## config.mk

```make
export PLATFORM = sky130hd
export DESIGN_NAME = acc_mem_responder_flat
export DESIGN_NICKNAME = d
export VERILOG_FILES = /design/src/rtl/acc_mem_pkg.sv /design/src/rtl/acc_mem_responder_if.sv /design/src/rtl/acc_line_assembler.sv /design/src/rtl/acc_mem_responder.sv /design/src/flat_wrapper.sv
export SDC_FILE = /design/constraint.sdc
export NUM_CORES = 1
export LEC_CHECK = 0
export ABC_AREA = 1
export CAP_MARGIN = 20
export CORE_AREA = 2 2 258 260
export DETAILED_ROUTE_END_ITERATION = 12
export DIE_AREA = 0 0 260 262
export GPL_TIMING_DRIVEN = 0
export HOLD_SLACK_MARGIN = 0.1
export PLACE_DENSITY = 0.64
export SYNTH_ARGS = -nofsm -noshare
export SYNTH_HDL_FRONTEND = slang
export SYNTH_HIERARCHICAL = 1
export SYNTH_SLANG_ARGS = --single-unit
```

## constraint.sdc

```tcl
create_clock -name clk -period 34.7 [get_ports clk]
set_input_delay 10.41 -clock clk [delete_from_list [all_inputs] [get_ports clk]]
set_output_delay 10.41 -clock clk [all_outputs]
set_load 0.005 [all_outputs]
```

## src/rtl/acc_mem_pkg.sv

```systemverilog
// rtl/acc_mem_pkg.sv - shared widths and FSM state type for the accelerator memory responder.
package acc_mem_pkg;

  localparam int ACC_ADDR_SIZE  = 16;
  localparam int ACC_WORD_SIZE  = 32;
  localparam int ACC_LINE_SIZE  = 512;
  localparam int WORDS_PER_LINE = ACC_LINE_SIZE / ACC_WORD_SIZE;

  typedef enum logic [2:0] {
    IDLE    = 3'd0,
    RD      = 3'd1,
    RESP_RD = 3'd2,
    WR      = 3'd3,
    RESP_WR = 3'd4
  } state_t;

endpackage

```

## src/rtl/acc_mem_responder_if.sv

```systemverilog
// rtl/acc_mem_responder_if.sv - accelerator-side line read / word write request interface.
interface acc_mem_responder_if
  import acc_mem_pkg::*;
#(
  parameter int ADDR_SIZE = ACC_ADDR_SIZE,
  parameter int WORD_SIZE = ACC_WORD_SIZE,
  parameter int LINE_SIZE = ACC_LINE_SIZE
);

  logic                 acc_read_en;
  logic [ADDR_SIZE-1:0] acc_read_addr;
  logic [LINE_SIZE-1:0] acc_read_data;
  logic                 acc_read_data_valid;
  logic                 acc_write_en;
  logic [ADDR_SIZE-1:0] acc_write_addr;
  logic [WORD_SIZE-1:0] acc_write_data;
  logic                 acc_write_done;

  modport master (
    output acc_read_en, acc_read_addr, acc_write_en, acc_write_addr, acc_write_data,
    input  acc_read_data, acc_read_data_valid, acc_write_done
  );

  modport slave (
    input  acc_read_en, acc_read_addr, acc_write_en, acc_write_addr, acc_write_data,
    output acc_read_data, acc_read_data_valid, acc_write_done
  );

endinterface

```

## src/rtl/acc_line_assembler.sv

```systemverilog
// rtl/acc_line_assembler.sv - places captured SRAM words into a line register by word index.
// Word 0 lands in the most significant slot; the line is only cleared by reset.
module acc_line_assembler #(
  parameter int WORD_SIZE = 32,
  parameter int LINE_SIZE = 512,
  parameter int IDX_W     = 4
) (
  input  logic                 clk,
  input  logic                 rst,
  input  logic                 load,
  input  logic [IDX_W-1:0]     idx,
  input  logic [WORD_SIZE-1:0] word,
  output logic [LINE_SIZE-1:0] line
);

  logic [LINE_SIZE-1:0] line_q, line_d;

  always_comb begin
    line_d = line_q;
    if (load) begin
      line_d[LINE_SIZE-1-WORD_SIZE*int'(idx) -: WORD_SIZE] = word;
    end
  end

  always_ff @(posedge clk or posedge rst) begin
    if (rst) begin
      line_q <= '0;
    end else begin
      line_q <= line_d;
    end
  end

  assign line = line_q;

endmodule

```

## src/rtl/acc_mem_responder.sv

```systemverilog
// rtl/acc_mem_responder.sv - serves 512-bit line reads and 32-bit word writes over a 32-bit SRAM port.
// Optional macro ACC_MEM_CPU_ARB_EN adds cpu_mem_busy, which stalls SRAM issue while the CPU owns the port.
module acc_mem_responder
  import acc_mem_pkg::*;
#(
  parameter int ADDR_SIZE = ACC_ADDR_SIZE,
  parameter int WORD_SIZE = ACC_WORD_SIZE,
  parameter int LINE_SIZE = ACC_LINE_SIZE
) (
  input  logic                 clk,
  input  logic                 rst,
  acc_mem_responder_if.slave   acc,
  output logic                 sram_en,
  output logic                 sram_we,
  output logic [ADDR_SIZE-1:0] sram_addr,
  output logic [WORD_SIZE-1:0] sram_wdata,
  input  logic [WORD_SIZE-1:0] sram_rdata,
  output logic                 busy
`ifdef ACC_MEM_CPU_ARB_EN
  ,
  input  logic                 cpu_mem_busy
`endif
);

  localparam int WPL   = LINE_SIZE / WORD_SIZE;
  localparam int IDX_W = $clog2(WPL);

  state_t               state_q, state_d;
  logic [IDX_W:0]       cnt_q, cnt_d;
  logic [IDX_W-1:0]     cap_idx_q, cap_idx_d;
  logic                 rd_pend_q, rd_pend_d;
  logic [ADDR_SIZE-1:0] base_q, base_d;
  logic [ADDR_SIZE-1:0] wr_addr_q, wr_addr_d;
  logic [WORD_SIZE-1:0] wr_data_q, wr_data_d;
  logic                 sram_en_q, sram_en_d;
  logic                 sram_we_q, sram_we_d;
  logic [ADDR_SIZE-1:0] sram_addr_q, sram_addr_d;
  logic [WORD_SIZE-1:0] sram_wdata_q, sram_wdata_d;
  logic                 valid_q, valid_d;
  logic                 done_q, done_d;
  logic                 busy_q, busy_d;
  logic                 cap_load;
  logic                 stall;

`ifdef ACC_MEM_CPU_ARB_EN
  assign stall = cpu_mem_busy;
`else
  assign stall = 1'b0;
`endif

  always_comb begin
    state_d      = state_q;
    cnt_d        = cnt_q;
    cap_idx_d    = cap_idx_q;
    base_d       = base_q;
    wr_addr_d    = wr_addr_q;
    wr_data_d    = wr_data_q;
    sram_en_d    = 1'b0;
    sram_we_d    = 1'b0;
    sram_addr_d  = sram_addr_q;
    sram_wdata_d = '0;
    valid_d      = 1'b0;
    done_d       = 1'b0;
    cap_load     = 1'b0;
    // A read strobe visible now returns data next cycle; capture then, even during a stall.
    rd_pend_d    = sram_en_q & ~sram_we_q;

    case (state_q)
      IDLE: begin
        if (acc.acc_read_en) begin
          base_d    = acc.acc_read_addr;
          cnt_d     = '0;
          cap_idx_d = '0;
          state_d   = RD;
        end else if (acc.acc_write_en) begin
          wr_addr_d = acc.acc_write_addr;
          wr_data_d = acc.acc_write_data;
          state_d   = WR;
        end
      end
      RD: begin
        if (cnt_q < (IDX_W+1)'(WPL) && !stall) begin
          sram_en_d   = 1'b1;
          sram_addr_d = base_q + ADDR_SIZE'(cnt_q);
          cnt_d       = cnt_q + 1'b1;
        end
        if (rd_pend_q) begin
          cap_load  = 1'b1;
          cap_idx_d = cap_idx_q + 1'b1;
          if (cap_idx_q == IDX_W'(WPL-1)) begin
            valid_d = 1'b1;
            state_d = RESP_RD;
          end
        end
      end
      RESP_RD: state_d = IDLE;
      WR: begin
        if (!stall) begin
          sram_en_d    = 1'b1;
          sram_we_d    = 1'b1;
          sram_addr_d  = wr_addr_q;
          sram_wdata_d = wr_data_q;
          state_d      = RESP_WR;
        end
      end
      RESP_WR: begin
        done_d  = 1'b1;
        state_d = IDLE;
      end
      default: state_d = IDLE;
    endcase

    busy_d = (state_d != IDLE);
  end

  always_ff @(posedge clk or posedge rst) begin
    if (rst) begin
      state_q      <= IDLE;
      cnt_q        <= '0;
      cap_idx_q    <= '0;
      rd_pend_q    <= 1'b0;
      base_q       <= '0;
      wr_addr_q    <= '0;
      wr_data_q    <= '0;
      sram_en_q    <= 1'b0;
      sram_we_q    <= 1'b0;
      sram_addr_q  <= '0;
      sram_wdata_q <= '0;
      valid_q      <= 1'b0;
      done_q       <= 1'b0;
      busy_q       <= 1'b0;
    end else begin
      state_q      <= state_d;
      cnt_q        <= cnt_d;
      cap_idx_q    <= cap_idx_d;
      rd_pend_q    <= rd_pend_d;
      base_q       <= base_d;
      wr_addr_q    <= wr_addr_d;
      wr_data_q    <= wr_data_d;
      sram_en_q    <= sram_en_d;
      sram_we_q    <= sram_we_d;
      sram_addr_q  <= sram_addr_d;
      sram_wdata_q <= sram_wdata_d;
      valid_q      <= valid_d;
      done_q       <= done_d;
      busy_q       <= busy_d;
    end
  end

  acc_line_assembler #(
    .WORD_SIZE (WORD_SIZE),
    .LINE_SIZE (LINE_SIZE),
    .IDX_W     (IDX_W)
  ) u_line (
    .clk  (clk),
    .rst  (rst),
    .load (cap_load),
    .idx  (cap_idx_q),
    .word (sram_rdata),
    .line (acc.acc_read_data)
  );

  assign acc.acc_read_data_valid = valid_q;
  assign acc.acc_write_done      = done_q;
  assign sram_en                 = sram_en_q;
  assign sram_we                 = sram_we_q;
  assign sram_addr               = sram_addr_q;
  assign sram_wdata              = sram_wdata_q;
  assign busy                    = busy_q;

endmodule

```

## src/flat_wrapper.sv

```systemverilog
// flat-port wrapper written by rule: the top's interface ports become plain ports
module acc_mem_responder_flat import acc_mem_pkg::*;
#(
  parameter int ADDR_SIZE = ACC_ADDR_SIZE,
  parameter int WORD_SIZE = ACC_WORD_SIZE,
  parameter int LINE_SIZE = ACC_LINE_SIZE
)
  (clk, rst, sram_en, sram_we, sram_addr, sram_wdata, sram_rdata, busy, acc_acc_read_en, acc_acc_read_addr, acc_acc_write_en, acc_acc_write_addr, acc_acc_write_data, acc_acc_read_data, acc_acc_read_data_valid, acc_acc_write_done);
  acc_mem_responder_if #(.ADDR_SIZE(ADDR_SIZE), .WORD_SIZE(WORD_SIZE), .LINE_SIZE(LINE_SIZE)) acc_i ();
  input  logic clk;
  input  logic rst;
  output logic sram_en;
  output logic sram_we;
  output logic [ADDR_SIZE-1:0] sram_addr;
  output logic [WORD_SIZE-1:0] sram_wdata;
  input  logic [WORD_SIZE-1:0] sram_rdata;
  output logic busy;
  input wire logic [$bits(acc_i.acc_read_en)-1:0] acc_acc_read_en;
  input wire logic [$bits(acc_i.acc_read_addr)-1:0] acc_acc_read_addr;
  input wire logic [$bits(acc_i.acc_write_en)-1:0] acc_acc_write_en;
  input wire logic [$bits(acc_i.acc_write_addr)-1:0] acc_acc_write_addr;
  input wire logic [$bits(acc_i.acc_write_data)-1:0] acc_acc_write_data;
  output wire logic [$bits(acc_i.acc_read_data)-1:0] acc_acc_read_data;
  output wire logic [$bits(acc_i.acc_read_data_valid)-1:0] acc_acc_read_data_valid;
  output wire logic [$bits(acc_i.acc_write_done)-1:0] acc_acc_write_done;
  assign acc_i.acc_read_en = acc_acc_read_en;
  assign acc_i.acc_read_addr = acc_acc_read_addr;
  assign acc_i.acc_write_en = acc_acc_write_en;
  assign acc_i.acc_write_addr = acc_acc_write_addr;
  assign acc_i.acc_write_data = acc_acc_write_data;
  assign acc_acc_read_data = acc_i.acc_read_data;
  assign acc_acc_read_data_valid = acc_i.acc_read_data_valid;
  assign acc_acc_write_done = acc_i.acc_write_done;
  acc_mem_responder #(.ADDR_SIZE(ADDR_SIZE), .WORD_SIZE(WORD_SIZE), .LINE_SIZE(LINE_SIZE)) u_core (.clk(clk), .rst(rst), .acc(acc_i), .sram_en(sram_en), .sram_we(sram_we), .sram_addr(sram_addr), .sram_wdata(sram_wdata), .sram_rdata(sram_rdata), .busy(busy));
endmodule
```

== Yosys cells after proc, flatten, opt, wreduce, memory -nomap -nowiden ==
Index checks and enable logic that the tools add are counted.
Word-level totals
  bits in read-only memories: 0
  input port bits: 100
  bits in latches: 0
  memories kept: 0
  memory bits (writable): 0
  bits in registers: 642
Cells by class
  bitwise logic cells: 3
  multiplexer cells: 24
  shifts and indexed selects: 2
  equal/unequal tests: 7
  reduce and logical (&&, ||, !) cells: 9
  $mul: 0
  add/sub/neg operators: 5
  div/mod/pow operators: 0
  $lt $le $gt $ge: 1
Operators with widths (number)
  variable shift 32 x 33 -> 543 bit, first input constant: 1
  indexed part select 32 x 33 -> 543 bit: 1
  bitwise mux 512 bit: 1
  negation 10 -> 33 bit: 1
  2-to-1 mux 32 bit: 1
  one-hot mux 16 bit (2 select lines): 1
  adder 16 x 5 -> 16 bit: 1
  2-to-1 mux 16 bit: 1
  2-to-1 mux 3 bit: 4
  2-to-1 mux 5 bit: 2
  one-hot mux 5 bit (2 select lines): 1
  subtractor 9 x 9 -> 10 bit, first input constant: 1
  one-hot mux 3 bit (3 select lines): 1
  AND reduction 3 bit: 3
  2-to-1 mux 1 bit: 8
  2-to-1 mux 4 bit: 2
  one-hot mux 4 bit (2 select lines): 1
  adder 5 x 1 -> 5 bit, second input constant: 1
  < comparator 5 bit, second input constant: 1
  adder 4 x 1 -> 4 bit, second input constant: 1
  == test 4 bit, second input constant: 1
  != test 2 x 1 -> 1 bit, second input constant: 2
  AND reduction 2 bit: 2
  nonzero test 2 bit: 2
  other kinds (9): 10

== Longest topological paths before layout ==
Gate-level depths: netlist of run 1.
  depth in word-level cells: 5
  mapped depth: 11
  gate-level depth less buffers: 10

== By module ==
The synthesis of run 1 kept the hierarchy.
Modules (own cells, without submodules)
  acc_line_assembler: cells an instance 2308, seq. area each 12812.3 um2, instances 1, area each 20238.2 um2
  acc_mem_responder: cells an instance 594, seq. area each 3253.1 um2, instances 1, area each 5337.6 um2

== Worst setup path after synthesis of run 1 ==
No wires, ideal clock.
  path kind: input -> register
  from: in acc_acc_write_en
  to: reg u_core.wr_addr_q[0]
  path buffers: 1
  cell stages on the path: 6
  required time: 34.584 ns
  setup slack: 23.457 ns
  arrival time: 11.127 ns
  cells stage by stage: inv_1 > nor3_4 > inv_2 > buf_2 > nand2_1 > nand2_1
Between the ends
  word-level cells in the longest chain between the ends: 1
RTL lines
  start: declaration: RTL line flat_wrapper.sv:20  | input wire logic [$bits(acc_i.acc_write_en)-1:0] acc_acc_write_en;
  AND reduction 3 bit (no source line)
  end signal: assignment: RTL line acc_mem_responder.sv:138  | wr_addr_q <= wr_addr_d;
  end: declaration: RTL line acc_mem_responder.sv:33  | logic [ADDR_SIZE-1:0] wr_addr_q, wr_addr_d;
Every way passes these cells.
A chain may end at the register's enable or synchronous reset.

==> results of run 1 <==
==> worst max-delay path by stage <==
stage / from / endpoint / slack [ps] / cells after the start
2_1_floorplan: rst / u_core/u_line/line[0]$_DFFE_PP0P_ / 9990 / 1
3_3_place_gp: rst / u_core/u_line/line[0]$_DFFE_PP0P_ / 3130 / 2
3_5_place_dp: rst / u_core/u_line/line[100]$_DFFE_PP0P_ / 21950 / 4
4_1_cts: u_core/u_line/line[63]$_DFFE_PP0P_ / acc_acc_read_data[63] / 22590 / 1
5_1_grt: rst / u_core/u_line/line[489]$_DFFE_PP0P_ / 22360 / 4
6_report: rst / u_core/u_line/line[100]$_DFFE_PP0P_ / 22630 / 4
==> final cells by class <==
cell class	count	area (um2)	share of cell area [%]
flip-flops and latches	642	16100	45.3
multi-input cells	1955	8260	23.3
repair buffers	639	6490	18.3
clock buffers	104	2130	6.02
well taps	864	1080	3.05
plain buffers	233	981	2.77
inverters	72	283	0.798
clock inverters	19	146	0.413
==> where the power goes <==
| group | internal (mW) | switching (mW) | total (mW) | leakage (nW) |
|---|---|---|---|---|
| combinational | 0.583 | 0.665 | 1.25 | 8.46 |
| clock | 0.433 | 0.307 | 0.740 | 1.14 |
| sequential | 1.03 | 0.170 | 1.20 | 6.95 |
| total | 2.05 | 1.14 | 3.19 | 16.6 |
==> metal layers <==
layer	wire length, um	global-route usage [%]
met1	38500	35.6
met2	48400	47.7
met3	8420	7.02
met4	4260	13.0
met5	0	0
==> logic make-up after synthesis <==
kind of cell	after synthesis	synth area share, %
compound gates	130	2.69
xor+xnor	3	0.103
fa+ha+maj	8	0.421
buf+inv	305	4.89
flops	642	62.8
simple gates	1814	29.1
==> stage by stage <==
step                      total power [mW]  area [um2]  hold WS, ps  instances  setup slack [ps]
after CTS                             3.21       35400          448       4528             22590
final                                 3.19       35400          447       4528             22630
after global placement                2.44       33000          443       4398              3130
after floorplan                       1.66       25600          423       2902              9990
after global routing                  3.38       35400          464       4528             22360
after detailed placement              2.46       33200          440       4405             21950
==> flip-flops by register name, summed over array words and instances (netlist names), 3 cells and up <==
| register | cells |
|---|---|
| u_core/u_line/line | 512 |
| u_core/wr_data_q | 32 |
| u_core/wr_addr_q | 16 |
| u_core/sram_wdata | 32 |
| u_core/cap_idx_q | 4 |
| u_core/base_q | 16 |
| u_core/sram_addr | 16 |
| u_core/cnt_q | 5 |
| u_core/state_q | 3 |
==> placed cells by master (no fill, tap or decap), drive strengths merged, types with 3 or more instances in the layout <==
master and n:
xnor2 3, clkbuf 242, a21oi 5, ha 7
nand4 131, o21ai 110, nand3b 5, a22oi 13
buf 102, nand3 180, nor2 74, nor3 4
nand2 1419, clkdlybuf4s50 632, inv 72, dfrtp 642
clkinv 18
==> metrics.csv, run 1 <==
stage;metric;value;unit
status;status;complete, no violations;
die;num rows;94;
die;die area;68100;um2
min_path;hold path startpoint;u_core/state_q[1]$_DFF_PP0_;
clock_network;H-tree levels;3;
clock_network;Sink Count;642;
global_routing;gr usage total;28.7;%
detailed_routing;Routed wire per std cell;22.0;um
global_routing;number of global-route vias before repair;21927;
yosys;Avg Synthesized Cell Area;8.81;um2
min_path;Hold Crit Depth;1;
yosys;Ys Warns;6;
yosys;Cells after Synth;2902;
setup_path;delay-heaviest family, CP;buffers and inverters;
yosys;EDFF count, synth;0;
cells_and_area;antenna cells;0;
cells_and_area;# fillers;6146;
timing;Fmax;0.0828;GHz
clock_network;worst skew pair latency;610;ps
timing;RSZ-0062 raised after global routing;no;
yosys;post-synth cell types;25;
timing;Clock Skews;18.9;ps
yosys;Synth top cells by count;nand2_1 (1419), dfrtp_1 (642), nand3_1 (178);
setup_path;worst-path cell chain;clkdlybuf4s50_1, inv_8, buf_16, buf_16;
placement;HPWL Detailed;73.0;mm
die;I/O pin total;665;
detailed_routing;routed wire length;99.6;mm
clock_network;CTS tree;built;
cells_and_area;Area Growth Syn to Fin;38.6;%
clock_network;setup repair bufs after CTS;0;
global_routing;first-pass GRT wire length;144;mm
yosys;top-area cell type share of the netlist area;62.8;%
setup_path;CP Data Required Time;35370;ps
setup_path;Buf/Inv on CP;4;
detailed_routing;first drt pass iteration count;6;
yosys;most common cell in the synthesized netlist;nand2_1;
yosys;Mapped Area;25600;um2
setup_path;critical path class;in2async;
detailed_routing;DRC Markers;0;
pwr;VDD IR-drop max;36.2;uV
clock_network;Clock Tree Buf Depth;3;
timing;setup TNS;0;ps
placement;IO buf count;632;
setup_path;Top cell by count, worst path;buf_16;
die;Die Y;262;um
cells_and_area;Nets;3722;
clock_network;clk slew on worst S/H paths;60;ps
yosys;Yosys top cell by area;dfrtp_1;
pwr;LEAKAGE;16.6;nW
flow_run;Max Cap Viol;0;
timing;crit path time final;12070;ps
yosys;syn nets;3010;
setup_path;CP endpoint kind;async pin;
global_routing;grt ovf;0;
cells_and_area;share of layout cells above drive strength 1;6.09;%
detailed_routing;Vias;22886;
detailed_routing;ANT nets after route;0;
placement;Placer Congestion;0.899;
die;Initial Util;39.2;%
setup_path;Max stage delay on crit path;560;ps
clock_network;hold buffers post-CTS;0;
clock_network;CTS resizes;0;
setup_path;setup slack, reg-to-reg;31880;ps
yosys;ys async rst share;100;%
global_routing;antenna violations before repair;1;
timing;Max-slew headroom;21.2;%
timing;final worst-path cycle share;34.8;%
die;core area;65300;um2
yosys;ys flop type;dfrtp_1;
timing;Final Hold Fails;0;
cells_and_area;fin util;54.3;%
setup_path;RR Startpoint;u_core/state_q[2]$_DFF_PP0_;
yosys;synthesis-stage register bit count;642;
setup_path;FF-to-FF End;u_core/u_line/line[81]$_DFFE_PP0P_;
global_routing;largest net degree at the start of global routing;125;
timing;Final Max Slew Viols;0;
pwr;power per cell area;90.0;nW/um2
timing;Final setup viols;0;
setup_path;slowest stage cell, crit path;clkdlybuf4s50_1;
timing;worst slew pin tran;1180;ps
yosys;sequential fraction of the synthesis area;62.8;%
detailed_routing;vias per inst;5.05;
clock_network;Root Driver;clkbuf_16;
setup_path;crit path max fanout;124;
yosys;largest cells by area after synthesis;dfrtp_1 (63%), nand2_1 (21%), nand3_1 (3.5%), nand4_1 (3.2%), o21ai_0 (2.2%);
setup_path;crit path launch type;input pin;
die;Die X;260;um
setup_path;critical path arrival;12740;ps
min_path;Hold Path End;u_core/acc.acc_write_done$_DFF_PP0_;
setup_path;Reg2Reg Depth;11;
clock_network;Num CTS Buffers;71;
min_path;HP Class;reg2reg;
detailed_routing;Initial DRC Count;2074;
(Power assumes the default switching activity.)
==> run 2, diff against run 1 <==
--- a/config.mk
+++ b/config.mk
@@ -7,12 +7,12 @@
 export LEC_CHECK = 0
 export ABC_AREA = 1
 export CAP_MARGIN = 20
-export CORE_AREA = 2 2 258 260
+export CORE_AREA = 2 2 261 263
 export DETAILED_ROUTE_END_ITERATION = 12
-export DIE_AREA = 0 0 260 262
+export DIE_AREA = 0 0 263 265
 export GPL_TIMING_DRIVEN = 0
 export HOLD_SLACK_MARGIN = 0.1
-export PLACE_DENSITY = 0.64
+export PLACE_DENSITY = 0.62
 export SYNTH_ARGS = -nofsm -noshare
 export SYNTH_HDL_FRONTEND = slang
 export SYNTH_HIERARCHICAL = 1
==> constraint.sdc (replaced) <==
create_clock -name clk -period 12 [get_ports clk]
set_input_delay 3.6 -clock clk [delete_from_list [all_inputs] [get_ports clk]]
set_output_delay 3.6 -clock clk [all_outputs]
set_load 0.005 [all_outputs]
==> metrics.csv, run 2 (synthesis results as in run 1) <==
stage;metric;value;unit
clock_network;setup repair bufs after CTS;0;
setup_path;delay-heaviest family, CP;buffers and inverters;
setup_path;crit path launch type;flip-flop;
timing;Final setup viols;0;
die;I/O pin total;665;
clock_network;hold buffers post-CTS;0;
setup_path;critical path arrival;1690;ps
global_routing;first-pass GRT wire length;150;mm
global_routing;layer with the highest usage;met2;
placement;placed insts;4421;
die;Initial Util;38.3;%
setup_path;CP endpoint kind;output port;
cells_and_area;most frequent cells in the layout;nand2_1 (1419), dfrtp_1 (642), clkdlybuf4s50_1 (632), nand3_1 (178), clkbuf_1 (157);
clock_network;CTS tree;built;
placement;Placer Congestion;0.921;
pwr;internal power;5.95;mW
global_routing;GR Util met2;49.0;%
detailed_routing;DRC Markers;0;
placement;Post-Place Setup Slack;6120;ps
cells_and_area;Largest register FFs;512;
timing;Final Max Slew Viols;0;
pwr;total power;9.30;mW
pwr;total net switching power;3.35;mW
timing;final worst-path cycle share;44.0;%
setup_path;slowest stage cell, crit path;clkdlybuf4s50_1;
timing;Max-slew headroom;25.6;%
pwr;Gate power share;38.9;%
placement;HPWL Detailed;74.7;mm
timing;worst slew pin tran;1120;ps
placement;IO buf count;632;
global_routing;grt ovf;0;
cells_and_area;share of layout cells above drive strength 1;6.13;%
timing;setup TNS;0;ps
detailed_routing;routed wire length;102;mm
clock_network;H-tree levels;3;
pwr;LEAKAGE;16.6;nW
cells_and_area;Area Growth Syn to Fin;39.2;%
die;Die Y;265;um
clock_network;Root Driver;clkbuf_16;
timing;Hold Slack;422;ps
global_routing;antenna violations before repair;0;
timing;fin worst setup slack;6710;ps
status;status;complete, no violations;
pwr;VDD IR-drop max;134;uV
detailed_routing;Initial DRC Count;2071;
cells_and_area;Nets;3730;
flow_run;Max Cap Viol;0;
detailed_routing;Vias;22864;
cells_and_area;most common cell after layout, fill and taps aside;nand2_1;
detailed_routing;ANT nets after route;0;
pwr;Clk pwr share;23.6;%
global_routing;gr usage total;28.9;%
global_routing;number of global-route vias before repair;22305;
detailed_routing;Routed wire per std cell;22.4;um
clock_network;Clock Tree Buf Depth;3;
clock_network;Num CTS Buffers;72;
global_routing;met3 usage;7.13;%
die;Die X;263;um
setup_path;CP Data Required Time;8400;ps
setup_path;Buf/Inv on CP;1;
clock_network;CTS resizes;0;
timing;RSZ-0062 raised after global routing;no;
setup_path;Max stage delay on crit path;630;ps
global_routing;GRT met1 Usage;35.5;%
timing;Final Hold Fails;0;
min_path;HP Class;reg2reg;
pwr;sequential share of power;37.5;%
timing;Fmax;0.189;GHz
die;core area;66800;um2
setup_path;crit path max fanout;2;
clock_network;clk slew on worst S/H paths;60;ps
clock_network;worst skew pair latency;620;ps
pwr;Switching Fraction;36.0;%
cells_and_area;# fillers;6310;
timing;crit path time final;5290;ps
cells_and_area;antenna cells;0;
setup_path;worst-path cell chain;clkdlybuf4s50_1;
cells_and_area;final non-filler cell total;4546;
die;num rows;95;
detailed_routing;vias per inst;5.03;
die;die area;69700;um2
timing;Clock Skews;15.8;ps
clock_network;Sink Count;642;
detailed_routing;first drt pass iteration count;6;
pwr;power per cell area;261;nW/um2
setup_path;critical path class;reg2out;
global_routing;largest net degree at the start of global routing;74;
run 2: cell types whose count changed in the layout (fill, tap and decap cells not counted), moves of 4 or more:
cell / previous run / this run
clkinv_2: 15 / 9
buf_12: 0 / 13
clkbuf_8: 19 / 14
clkbuf_1: 150 / 157
buf_16: 5 / 1
run 2: power by group through the flow:
stage | Sequential (mW) | Clock (mW) | Combinational (mW)
2_1_floorplan | 3.47 | 0 | 1.34
6_report | 3.49 | 2.19 | 3.62
3_5_place_dp | 3.51 | 0 | 3.62
5_1_grt | 3.58 | 2.32 | 3.92
3_3_place_gp | 3.51 | 0 | 3.57
4_1_cts | 3.49 | 2.24 | 3.63
run 2: stage by stage:
stage          instance area, um2  utilization, %
2_1_floorplan               25600               -
3_3_place_gp                33000            49.4
3_5_place_dp                33300            49.8
4_1_cts                     35600            53.3
5_1_grt                     35600            53.3
6_report                    35600            53.3
run 2: routing by layer:
layer / wire length, um / part of all wire [%]
met5: 0 / 0
met4: 3560 / 3.5
met3: 7830 / 7.7
met2: 50000 / 49
met1: 40400 / 40
run 2: cell type report:
class / instances / area (um2) / area share, %
plain buffers: 233 / 981 / 2.76
clock buffers: 106 / 2090 / 5.87
clock inverters: 19 / 221 / 0.622
inverters: 72 / 279 / 0.784
multi-input cells: 1955 / 8260 / 23.2
flip-flops and latches: 642 / 16100 / 45.1
well taps: 873 / 1090 / 3.07
repair buffers: 646 / 6610 / 18.6
run 2: final timing paths:
path	from	end	slack, ps	cells past startpoint
max reg2reg	u_core/state_q[2]$_DFF_PP0_	u_core/u_line/line[464]$_DFFE_PP0P_	9170	11
max in group asynchronous	rst	u_core/u_line/line[167]$_DFFE_PP0P_	6820	6
max	u_core/u_line/line[204]$_DFFE_PP0P_	acc_acc_read_data[204]	6710	1
min in group asynchronous	rst	u_core/sram_wdata[24]$_DFF_PP0_	3560	2
min	u_core/sram_we$_DFF_PP0_	u_core/rd_pend_q$_DFF_PP0_	420	1
min reg2reg	u_core/sram_we$_DFF_PP0_	u_core/rd_pend_q$_DFF_PP0_	420	1
==> run 3, diff against run 2 <==
==> constraint.sdc (replaced) <==
create_clock -name clk -period 5.5 [get_ports clk]
set_input_delay 1.65 -clock clk [delete_from_list [all_inputs] [get_ports clk]]
set_output_delay 1.65 -clock clk [all_outputs]
set_load 0.005 [all_outputs]
==> results of run 3 <==
Same layout as run 2 (identical final DEF). Status: complete, no violations.
Among the figures that moved: setup slack after placement 6120 ps -> 1570 ps; setup slack after layout 6710 ps -> 2160 ps; register-to-register setup slack 9170 ps -> 2670 ps; total power 9.30 mW -> 20.3 mW; worst IR drop on VDD 134 uV -> 292 uV
==> RTL change 1, RTL diff (settings of run 2) <==
`sram_wdata_q` no longer has a reset.
--- a/src/rtl/acc_mem_responder.sv
+++ b/src/rtl/acc_mem_responder.sv
@@ -127,3 +127,2 @@
       sram_addr_q  <= '0;
-      sram_wdata_q <= '0;
       valid_q      <= 1'b0;
@@ -142,3 +141,2 @@
       sram_addr_q  <= sram_addr_d;
-      sram_wdata_q <= sram_wdata_d;
       valid_q      <= valid_d;
@@ -147,2 +145,6 @@
     end
+  end
+
+  always_ff @(posedge clk) begin
+    sram_wdata_q <= sram_wdata_d;
   end
Formal check against the unedited RTL: differs if rst is asserted again (counterexample within 4 cycles, from zero or initial values and one cycle with rst high); with rst held inactive, the same outputs for 4 cycles.
==> RTL change 1 against run 2 <==
Synthesized area fell by 0.75%. Register-to-register slack got worse by 180 ps. Sequential share of layout area fell by 0.26 points. Synthesized cell count barely moved. Largest cell class unchanged. Sequential cell count did not move. Critical endpoint is now acc_acc_read_data[467]. Setup slack improved by 1.8 ps. Utilization fell by 0.23 points. Non-clock buffer count rose by 2. Worst hold slack improved by 44 ps. Design area fell by 0.43%. Wire length fell by 1.5%. Largest power group unchanged. Total power fell by 2.6%.
==> RTL change 1: results (changes against run 2) <==
[timing]
fin_hold_ws_ps = 466.2  ; +43.88 ps
fin_skew_ps = 23.09  ; +7.334 ps
tightest_slew_ps = 1060  ; -55.80 ps
fin_ws_ps = 6716  ; +1.820 ps

[synth]
synth-compound-area-share = 0.02790  ; +0.0009916
synthArstFlopShare = 0.9502  ; -0.04984
ys_top_cells_by_count = nand2_1, dfrtp_1, nand3_1
synth-adder-area-share = 0.004239  ; +0.00003173
syn-num-nets = 3008  ; -0.066%
ys_types = 29  ; +16%
synth_cells = 2900  ; -0.069%
ys_top_cells_by_area = dfrtp_1, nand2_1, nand3_1
synth_xor_area_frac = 0.0006901  ; -0.0003373
synth_seq_area_share = 0.6266  ; -0.001572

[layout]
layout.nets = 3731  ; +0.027%
nFillCells = 6270  ; -0.63%
final_layout_size_suffix_gt1_frac = 0.06065  ; -0.0006106
layout.cells.non_filler = 4551  ; +0.11%

[drt]
met2WireLength_um = 48420  ; -3.2%
wl_um = 100400  ; -1.5%
wl_met1_um = 39430  ; -2.5%
firstDrtPassIters = 6  ; unchanged
vias_per_cell = 4.990  ; -0.78%
drtIter0Drc = 2299  ; +11%
wl_met3_um = 8253  ; +5.4%

[placed_design]
placed_cells = 4422  ; +0.023%
dp_hpwl_um = 74290  ; -0.49%
dpl_cell_area_sq_mm = 0.03314  ; -0.47%
routabilityCongestion = 0.9386  ; +1.9%
place_worst_setup_slack_ps = 6134  ; +19.31 ps

[clocking]
clkTransAtPathRegs_ps = 60  ; about the same

[worst_setup_path]
critical-path-max-stage-delay_ps = 730  ; +100 ps
r2r-start = u_core/state_q[2]
timing.rr.end = u_core/u_line/line[398]
critPathSlowestCell = clkdlybuf4s50_1
crit_start = u_core/u_line/line[467]

[global_routing]
grt_pass1_vias = 21900  ; -1.8%
grt_start_max_net_pins = 51  ; -31%
antenna_found_initial = 2  ; +2
grtUsageTotal = 0.2838  ; -0.004768
grt_pass1_wl_um = 147100  ; -1.7%

[power]
switching_power_mw = 3.236  ; -3.4%
ir_drop_v = 0.0001226  ; -8.5%
p_leak_nw = 16.41  ; -1.1%

[status]
status = finished clean

[hold_path]
min_path_cells = 2  ; +1

RTL change 1: cell types whose count changed in the layout (fill, tap and decap cells not counted), sizes merged, moves of 5 or more:
cell,before,now
nand2,1419,1409
dfxtp,0,32
clkbuf,244,252
dfrtp,642,610
inv,74,79
nand3b,5,0
RTL change 1: layer usage:
layer	GRT usage	up-vias
li1	-	10621
met1	0.3483	10916
met2	0.4728	962
met3	0.07571	210
met4	0.1215	2
met5	0	-
RTL change 1: power groups by stage:
stage          clock network, mW  logic [mW]  registers, mW
2_1_floorplan                  0        1.29           3.42
3_3_place_gp                   0        3.42           3.44
3_5_place_dp                   0        3.47           3.45
4_1_cts                     2.21        3.48           3.42
5_1_grt                     2.30        3.76           3.51
6_report                    2.16        3.48           3.42
RTL change 1: cell type report:
cell class	count	area [sq um]	share of cell area
repair buffers	649	6653	0.1877
well taps	873	1092	0.03081
multi-input cells	1948	8213	0.2317
plain buffers	232	973.4	0.02746
flip-flops and latches	642	15910	0.4486
clock buffers	112	2175	0.06134
inverters	78	299.0	0.008435
diodes	1	2.502	0.00007059
clock inverters	16	138.9	0.003918
RTL change 1: worst min path at each step:
stage | start | to
5_1_grt | u_core/u_line/line[36] | u_core/u_line/line[36]
2_1_floorplan | u_core/sram_we | u_core/rd_pend_q
3_3_place_gp | u_core/u_line/line[354] | u_core/u_line/line[354]
6_report | u_core/u_line/line[101] | u_core/u_line/line[101]
4_1_cts | u_core/u_line/line[509] | u_core/u_line/line[509]
3_5_place_dp | u_core/u_line/line[172] | u_core/u_line/line[172]
RTL change 1: cells by family after synthesis:
logic type,after synthesis
AO/OA/AOI/OAI,134
XOR/XNOR,2
adder cells (fa/ha/maj),8
buffers and inverters,310
flip-flops,642
AND/OR/NAND/NOR,1804
==> RTL change 2, RTL diff (config.mk and constraints of run 2) <==
Without the edit above. The package constant `ACC_WORD_SIZE` goes from 32 to 64.
--- a/src/rtl/acc_mem_pkg.sv
+++ b/src/rtl/acc_mem_pkg.sv
@@ -4,3 +4,3 @@
   localparam int ACC_ADDR_SIZE  = 16;
-  localparam int ACC_WORD_SIZE  = 32;
+  localparam int ACC_WORD_SIZE  = 64;
   localparam int ACC_LINE_SIZE  = 512;
Interface: changed (resized acc_acc_write_data, sram_rdata and sram_wdata); port bits go from 665 to 761. No check against the original RTL was run, so the function may have changed too.
==> RTL change 2 against run 2 <==
Synthesized area rose by 7.8%. Count of clock-buffer cells in the layout grew 7. Design area up 8.1%. Combinational power grew 20%. Sequential cell count increased by 62. Wire length is 3.9% higher. Global-route usage up 1.3 points. Total power rose by 15%. Setup slack better by 28 ps.
==> RTL change 2: results (changes against run 2) <==
[drt]
wire_per_inst_um = 22.23  ; -0.77%
firstDrtPassIters = 8  ; +2
vias = 23274  ; +1.8%
drtIter0Drc = 1943  ; -6.2%
wl_um = 105800  ; +3.9%

[synth]
synthFlopType = dfrtp_1
syn-num-nets = 3211  ; +6.7%
ys_top_cells_by_count = nand2_1, dfrtp_1, nand3_1
synthArstFlopShare = 1.000  ; unchanged
synth_seq_area_share = 0.6389  ; +0.01072
ys_types = 29  ; +16%
ys_top_cells_by_area = dfrtp_1, nand2_1, nand3_1
synth_cells = 3039  ; +4.7%

[placed_design]
place_worst_setup_slack_ps = 6344  ; +228.8 ps
io_buffers = 696  ; +10%
routabilityCongestion = 0.8817  ; -4.3%
placed_cells = 4626  ; +4.6%
dp_hpwl_um = 77400  ; +3.7%

[global_routing]
grt_pass1_wl_um = 155200  ; +3.8%
antenna_found_initial = 3  ; +3
grt_start_max_net_pins = 113  ; +53%
grtUsageTotal = 0.3013  ; +0.01274
globalRouteOverflowTotal = 0  ; unchanged
grt_pass1_vias = 22394  ; +0.40%

[timing]
fin_skew_ps = 23.24  ; +7.487 ps
slew-limit-headroom = 0.2658  ; +0.009660

[worst_setup_path]
crit_fanout = 2  ; unchanged
critical-path-max-stage-delay_ps = 690  ; +60 ps
r2r_slack_ps = 9080  ; -90 ps
r2r.worst_path.cells = 10  ; -1
cp.arrival_ps = 1660  ; -30 ps
critPathSlowestCell = clkdlybuf4s50_1
timing.rr.end = u_core/u_line/line[131]

[power]
ir_drop_v = 0.0001516  ; +13%
p_leak_nw = 18.74  ; +13%

[layout]
layout.nets = 4004  ; +7.3%
final_layout_size_suffix_gt1_frac = 0.08927  ; +0.02801

[hold_path]
worstHoldStart = u_core/state_q[1]
min_to = u_core/acc.acc_write_done
min_path_cells = 1  ; unchanged

[status]
status = finished clean

[clocking]
cts_resized = 0  ; unchanged
clkTransAtPathRegs_ps = 60  ; about the same
post_cts_buffers = 0  ; unchanged
cts_buffers = 77  ; +6.9%

[RTL change 2: power by group]
group,internal (mW),total (mW),leakage [nW],switching (mW)
clock network,1.39,2.35,1.23,0.961
registers,3.41,3.99,8.19,0.580
logic,2.11,4.33,9.31,2.22
total,6.90,10.7,18.7,3.77
[RTL change 2: final cells by class]
class / count / area [sq um]
fill: 5995 / 28310
sequential: 704 / 17620
multi-input combinational: 2003 / 8377
timing repair buffer: 714 / 7337
clock buffer: 113 / 2265
buffer: 222 / 1169
tap: 873 / 1092
inverter: 110 / 424.2
clock inverter: 21 / 209.0
[RTL change 2: how the worst max path moves through the flow]
| stage | from | endpoint | slack [ps] | cells after the start |
|---|---|---|---|---|
| floorplan | rst | u_core/u_line/line[0] | 1450 | 1 |
| global placement | rst | u_core/u_line/line[279] | -2350 | 2 |
| detailed placement | rst | u_core/u_line/line[279] | 6340 | 8 |
| CTS | u_core/u_line/line[183] | acc_acc_read_data[183] | 6710 | 1 |
| global route | u_core/u_line/line[180] | acc_acc_read_data[180] | 6700 | 1 |
| finish | u_core/u_line/line[183] | acc_acc_read_data[183] | 6740 | 1 |
[RTL change 2: cell families after synthesis]
| kind of cell | synth area share |
|---|---|
| AOI/OAI and AO/OA | 0.02015 |
| xor gates and xnor gates | 0.001270 |
| adders and majority gates | 0.003902 |
| buffers and inverters | 0.05735 |
| DFF | 0.6389 |
| and+or+nand+nor | 0.2785 |
[RTL change 2: stage by stage]
| step | area [sq um] | hold WS (ps) |
|---|---|---|
| after floorplan | 27580 | 422.8 |
| after global placement | 35640 | 445.9 |
| after detailed placement | 36020 | 447.8 |
| after CTS | 38490 | 455.6 |
| after global routing | 38490 | 480.4 |
| final | 38490 | 451.6 |
[RTL change 2: routing by layer]
layer	GRT usage	up-vias	routed length, um
li1	-	10967	-
met4	0.1160	6	4301
met1	0.3721	11243	40930
met5	0	-	44
met3	0.08556	193	8876
met2	0.5022	865	51670
